[src/rtl/div_ctrl_if.sv]
// Execute-stage <-> divider sequencer handshake: request operands in,
// stall and {remainder, quotient} result out.
interface div_ctrl_if #(
  parameter int WIDTH = 32
);
  logic               start;
  logic               signed_div;
  logic [WIDTH-1:0]   a;
  logic [WIDTH-1:0]   b;
  logic               annul;
  logic               stall;
  logic               result_valid;
  logic [2*WIDTH-1:0] result;

  modport master (
    output start, signed_div, a, b, annul,
    input  stall, result_valid, result
  );

  modport slave (
    input  start, signed_div, a, b, annul,
    output stall, result_valid, result
  );
endinterface

[src/rtl/div_ctrl.sv]
// Multi-cycle radix-2 restoring divider sequencer for DIV/DIVU in execute.
// Returns {remainder, quotient}; holds the pipe via stall until DONE.
module div_ctrl #(
  parameter int WIDTH = 32
) (
  input  logic       clk,
  input  logic       rst,
  div_ctrl_if.slave  bus
);
  localparam int CW = 6;

  typedef enum logic [1:0] {IDLE, RUN, DONE} state_e;

  state_e             state_q, state_d;
  logic [CW-1:0]      cnt_q, cnt_d;
  logic [WIDTH-1:0]   rem_q, rem_d;
  logic [WIDTH-1:0]   quo_q, quo_d;
  logic [WIDTH-1:0]   dvs_q, dvs_d;
  logic               qneg_q, qneg_d;
  logic               rneg_q, rneg_d;
  logic [2*WIDTH-1:0] res_q, res_d;
  logic               rv_q, rv_d;
  logic               stall_c;

  // Operand magnitudes; DIVU passes operands through untouched.
  logic             a_neg, b_neg;
  logic [WIDTH-1:0] a_abs, b_abs;
  assign a_neg = bus.signed_div & bus.a[WIDTH-1];
  assign b_neg = bus.signed_div & bus.b[WIDTH-1];
  assign a_abs = a_neg ? (~bus.a + 1'b1) : bus.a;
  assign b_abs = b_neg ? (~bus.b + 1'b1) : bus.b;

  // One restoring step: the dividend is shifted out of quo_q into the
  // partial remainder while quotient bits are shifted in from the bottom.
  logic [WIDTH:0]   trial, diff;
  logic [WIDTH-1:0] rem_nx, quo_nx, rem_fix, quo_fix;
  logic             last;
  assign trial   = {rem_q, quo_q[WIDTH-1]};
  assign diff    = trial - {1'b0, dvs_q};
  assign rem_nx  = diff[WIDTH] ? trial[WIDTH-1:0] : diff[WIDTH-1:0];
  assign quo_nx  = {quo_q[WIDTH-2:0], ~diff[WIDTH]};
  assign rem_fix = rneg_q ? (~rem_nx + 1'b1) : rem_nx;
  assign quo_fix = qneg_q ? (~quo_nx + 1'b1) : quo_nx;
  assign last    = (cnt_q == CW'(WIDTH - 1));

  always_comb begin
    state_d = state_q;
    cnt_d   = cnt_q;
    rem_d   = rem_q;
    quo_d   = quo_q;
    dvs_d   = dvs_q;
    qneg_d  = qneg_q;
    rneg_d  = rneg_q;
    res_d   = res_q;
    rv_d    = 1'b0;
    stall_c = 1'b0;
    case (state_q)
      IDLE: begin
        stall_c = bus.start;
        if (bus.start) begin
          if (bus.b != '0) begin
            rem_d   = '0;
            quo_d   = a_abs;
            dvs_d   = b_abs;
            qneg_d  = a_neg ^ b_neg;
            rneg_d  = a_neg;
            cnt_d   = '0;
            state_d = RUN;
          end else begin
            res_d   = {bus.a, {WIDTH{1'b1}}};
            rv_d    = 1'b1;
            state_d = DONE;
          end
        end
      end
      RUN: begin
        stall_c = 1'b1;
        rem_d   = rem_nx;
        quo_d   = quo_nx;
        cnt_d   = cnt_q + 1'b1;
        if (last) begin
          res_d   = {rem_fix, quo_fix};
          rv_d    = 1'b1;
          state_d = DONE;
        end
      end
      DONE:    state_d = IDLE;
      default: state_d = IDLE;
    endcase
    // Flush wins over everything but reset; the last result is retained.
    if (bus.annul) begin
      state_d = IDLE;
      rv_d    = 1'b0;
      res_d   = res_q;
      stall_c = 1'b0;
    end
  end

  always_ff @(posedge clk) begin
    if (rst) begin
      state_q <= IDLE;
      cnt_q   <= '0;
      rem_q   <= '0;
      quo_q   <= '0;
      dvs_q   <= '0;
      qneg_q  <= 1'b0;
      rneg_q  <= 1'b0;
      res_q   <= '0;
      rv_q    <= 1'b0;
    end else begin
      state_q <= state_d;
      cnt_q   <= cnt_d;
      rem_q   <= rem_d;
      quo_q   <= quo_d;
      dvs_q   <= dvs_d;
      qneg_q  <= qneg_d;
      rneg_q  <= rneg_d;
      res_q   <= res_d;
      rv_q    <= rv_d;
    end
  end

  assign bus.stall        = stall_c;
  assign bus.result_valid = rv_q;
  assign bus.result       = res_q;
endmodule

[src/flat_wrapper.sv]
// flat-port wrapper written by rule: the top's interface ports become plain ports
module div_ctrl_flat 
#(
  parameter int WIDTH = 32
)
  (clk, rst, bus_start, bus_signed_div, bus_a, bus_b, bus_annul, bus_stall, bus_result_valid, bus_result);
  div_ctrl_if #(.WIDTH(WIDTH)) bus_i ();
  input  logic clk;
  input  logic rst;
  input wire logic [$bits(bus_i.start)-1:0] bus_start;
  input wire logic [$bits(bus_i.signed_div)-1:0] bus_signed_div;
  input wire logic [$bits(bus_i.a)-1:0] bus_a;
  input wire logic [$bits(bus_i.b)-1:0] bus_b;
  input wire logic [$bits(bus_i.annul)-1:0] bus_annul;
  output wire logic [$bits(bus_i.stall)-1:0] bus_stall;
  output wire logic [$bits(bus_i.result_valid)-1:0] bus_result_valid;
  output wire logic [$bits(bus_i.result)-1:0] bus_result;
  assign bus_i.start = bus_start;
  assign bus_i.signed_div = bus_signed_div;
  assign bus_i.a = bus_a;
  assign bus_i.b = bus_b;
  assign bus_i.annul = bus_annul;
  assign bus_stall = bus_i.stall;
  assign bus_result_valid = bus_i.result_valid;
  assign bus_result = bus_i.result;
  div_ctrl #(.WIDTH(WIDTH)) u_core (.clk(clk), .rst(rst), .bus(bus_i));
endmodule
[config.mk]
export PLATFORM = sky130hd
export DESIGN_NAME = div_ctrl_flat
export DESIGN_NICKNAME = d
export VERILOG_FILES = /design/src/rtl/div_ctrl_if.sv /design/src/rtl/div_ctrl.sv /design/src/flat_wrapper.sv
export SDC_FILE = /design/constraint.sdc
export NUM_CORES = 1
export LEC_CHECK = 0
export CAP_MARGIN = 5
export CORE_ASPECT_RATIO = 1.5
export CORE_MARGIN = 3
export CORE_UTILIZATION = 41
export CTS_CLUSTER_DIAMETER = 150
export DETAILED_ROUTE_END_ITERATION = 10
export GPL_ROUTABILITY_DRIVEN = 0
export PLACE_DENSITY = 0.66
export SYNTH_ARGS = -nofsm -noshare
export SYNTH_HDL_FRONTEND = slang
export SYNTH_SLANG_ARGS = --single-unit
[constraint.sdc]
create_clock -name clk -period 6.6 [get_ports clk]
set_clock_uncertainty 0.15 [all_clocks]
set_input_delay 0.99 -clock clk [delete_from_list [all_inputs] [get_ports clk]]
set_output_delay 0.99 -clock clk [all_outputs]
set_load 0.02 [all_outputs]
==> reports/qor.yml <==
run_status:
  status: "complete, no violations"
timing:
  fin_crit_sh_pct: 82.97
  hold_viol: 0
  slew_violations: 0
  timing.final.ws_setup_ns: 1.124
  max_freq_ghz: 0.1826
  rsz0062_at_grt: "false"
  tns_ns: 0
  setup_violations: 0
  slew_headroom_pct: 19.22
  min_period_ns: 5.476
  tightest_slew_ns: 1.210
detailed_routing:
  drc: 0
  routed_wl_um: 39550
  dr.pass1.iters: 5
  route.detailed.wl_per_inst_um: 19.66
  antenna_left: 0
  first_iter_violations: 811
  num_vias: 12140
  viasPerCell: 6.037
pwr:
  combPwrFrac_pct: 21.3
  p_clk_share_pct: 37.9
  net-switching-power_uw: 886.8
  p_seq_share_pct: 40.9
  p_int_mw: 1.865
  sw_frac_of_total_pct: 32.23
  ir_drop_uv: 160.1
  pwr_density_cell_nw_per_um2: 198.6
  p_leak_nw: 5.165
placement:
  post-place-ws_ns: 1.284
  hpwl_um: 29520
  io_buffers: 134
critical_path:
  end_kind: "register"
  critPathArrivalTime_ns: 5.69
  setup.worst_path.start: "u_core.quo_q[31]"
  timing.rr.end: "u_core.bus.result[62]"
  cp_data_required_time_ns: 6.82
  path_class: "reg2reg"
  crit_end: "u_core.bus.result[62]"
  slowest_delay_ns: 0.73
  worstPathCellList: "inv_1, ha_1, inv_1, fa_1, a211oi_2, o211ai_1, a22o_1, o21a_4, o21a_1, nor2_2, mux2i_1, ha_1, nand2_1, nor4_1, mux2i_1, or4_1, nand3b_1, o211a_1, nor3_1"
  critPathBufInv: 2
  crit_cells: 19
  ff2ff_setup_slack_ns: 1.12
  reg2reg_depth: 19
  cp_top_family: "simple AND/OR/NAND/NOR gates"
  crit_fanout: 10
  cp-start-kind: "register"
  r2r_start: "u_core.quo_q[31]"
  cp_slowest_cell: "or4_1"
clock_network:
  post_cts_resized: 0
  clockBufferDepth: 2
  clockRootBuffer: "clkbuf_16"
  post-cts-setup-buffer-count: 0
  cts_tree: "done"
  cts_buffers: 17
  clkTransAtPathRegs_ns: 0.07
  cts_sinks: 171
  cts.htree.levels: 4
  holdBufCountCts: 0
  clk_latency_ns: 0.45
global_route:
  antenna_found_initial: 0
  grt_max_degree: 96
  grt_pass1_vias: 11651
  grt_first_pass_wirelength_um: 62150
  overflow: 0
  grt_util_all_layers_pct: 25.50
worst_hold_path:
  hp-class: "reg2reg"
yosys:
  syn_area_per_cell_sq_um: 7.413
  syn_area_sq_um: 11770
  synth_edf_count: 0
  synthFlopType: "dfxtp_1"
  synthArstFlopShare_pct: 0
  synthCells: 1588
  yosysSeqAreaShare_pct: 29.08
  ys_types: 75
  ys.warnings.count: 0
  ys_seq_elements: 171
  synth_nets: 1695
flow_run:
  maxCapViolations: 0
floorplanning:
  dieArea_sq_um: 30820
  coreArea_sq_um: 28150
  io_pins: 135
  die_x_um: 144.4
  start_util_pct: 41.82
  dieHeight_um: 213.5
  floorplan.rows: 75
finish:
  utilization_pct: 49.21
  nets: 1759
  final.fill_count: 2838
  area_growth_pct: 17.68
  final_layout_size_suffix_gt1_share_pct: 4.625
  antenna_cells: 0
-- Yosys cell counts, types with 13 or more instances --
| library cell | count | share of area, % |
|---|---|---|
| nor2_1 | 200 | 6.4 |
| dfxtp_1 | 171 | 29 |
| nand2_1 | 158 | 5.0 |
| a21oi_1 | 156 | 6.6 |
| o21ai_0 | 92 | 3.9 |
| clkbuf_1 | 81 | 2.6 |
| xor2_1 | 70 | 5.2 |
| inv_1 | 55 | 1.8 |
| xnor2_1 | 55 | 4.1 |
| a211oi_1 | 44 | 2.8 |
| a31oi_1 | 44 | 2.3 |
| nor3_1 | 44 | 1.9 |
| ha_1 | 37 | 3.9 |
| nand3_1 | 35 | 1.5 |
| o211ai_1 | 28 | 1.8 |
| mux2i_1 | 27 | 2.3 |
| nor4_1 | 25 | 1.3 |
| o31ai_1 | 18 | 1.1 |
| a21o_1 | 17 | 1.1 |
| or3_1 | 15 | 0.80 |
| o22ai_1 | 13 | 0.69 |
-- power by group through the flow --
| stage | combinational [mW] | sequential, mW | clock (mW) |
|---|---|---|---|
| floorplan | 0.380 | 1.14 | 0 |
| global placement | 0.571 | 1.14 | 0 |
| detailed placement | 0.577 | 1.15 | 0 |
| CTS | 0.580 | 1.12 | 1.05 |
| global route | 0.639 | 1.13 | 1.09 |
| finish | 0.585 | 1.12 | 1.04 |
-- cell families after synthesis --
family	Yosys count	synth area share (%)
buffers and inverters	159	5.346
flip-flops	171	29.08
AND/OR/NAND/NOR	561	22.11
XOR/XNOR	125	9.300
AO/OA/AOI/OAI	503	27.36
adder cells (fa/ha/maj)	38	4.102
multiplexers	31	2.710
-- worst min-delay path, stage by stage, from the launching register on --
cell and delay [ns]:
dfxtp_1 0.31, nand2_1 0.05, a21oi_1 0.05
-- placed cells by master, fill, tap and decap left out, drive strengths merged, types with 13 or more instances in the layout --
master	count
buf	15
nand3	35
or3	15
nor4	28
a211oi	47
inv	61
a21o	17
o21ai	98
mux2i	27
o22ai	13
clkdlybuf4s50	133
nor2	201
xor2	70
o211ai	28
ha	37
clkbuf	17
nand2	158
o31ai	19
dfxtp	171
a21oi	158
a31oi	44
xnor2	55
nor3	45
-- cell type report --
class	instances	area (sq um)	share of cell area [%]
clock buffers	17	425.4	3.071
clock inverters	15	165.2	1.192
inverters	56	210.2	1.517
multi-input cells	1258	7741	55.87
flip-flops and latches	171	3423	24.71
well taps	346	432.9	3.125
repair buffers	148	1456	10.51
-- state kept, by name, summed over array words and instances, names as in the netlist --
signal and cells:
u_core.bus.result 64, u_core.dvs_q 32, u_core.quo_q 32, u_core.rem_q 32
u_core.cnt_q 6, u_core.state_q 2, u_core.bus.result_valid 1, u_core.qneg_q 1
u_core.rneg_q 1
-- metal layers --
layer / wire, um / global-route usage (%) / vias up
met3: 2025 / 3.146 / 133
met2: 19750 / 44.95 / 495
met1: 15240 / 29.24 / 5649
met4: 2524 / 15.03 / 0
met5: 0 / 0 / -
li1: - / - / 5863
-- worst min path at each step --
stage                           startpoint          endpoint  slack (ns)  depth (start not counted)
after floorplan           u_core.dvs_q[31]  u_core.dvs_q[31]        0.28                          2
after global placement    u_core.dvs_q[31]  u_core.dvs_q[31]        0.30                          2
after detailed placement  u_core.dvs_q[31]  u_core.dvs_q[31]        0.30                          2
after CTS                 u_core.dvs_q[31]  u_core.dvs_q[31]        0.31                          2
after global routing      u_core.dvs_q[31]  u_core.dvs_q[31]        0.33                          2
final                     u_core.dvs_q[31]  u_core.dvs_q[31]        0.31                          2
-- per-stage QoR --
step	power [mW]	area, sq um	hold WS (ns)	cells
4_1_cts	2.754	13850	0.3125	2011
3_3_place_gp	1.716	13260	0.2980	1979
5_1_grt	2.858	13850	0.3337	2011
6_report	2.752	13850	0.3095	2011
2_1_floorplan	1.521	11770	0.2819	1588
3_5_place_dp	1.723	13260	0.3029	1979
Note: power is estimated with default switching activity, not from simulation.
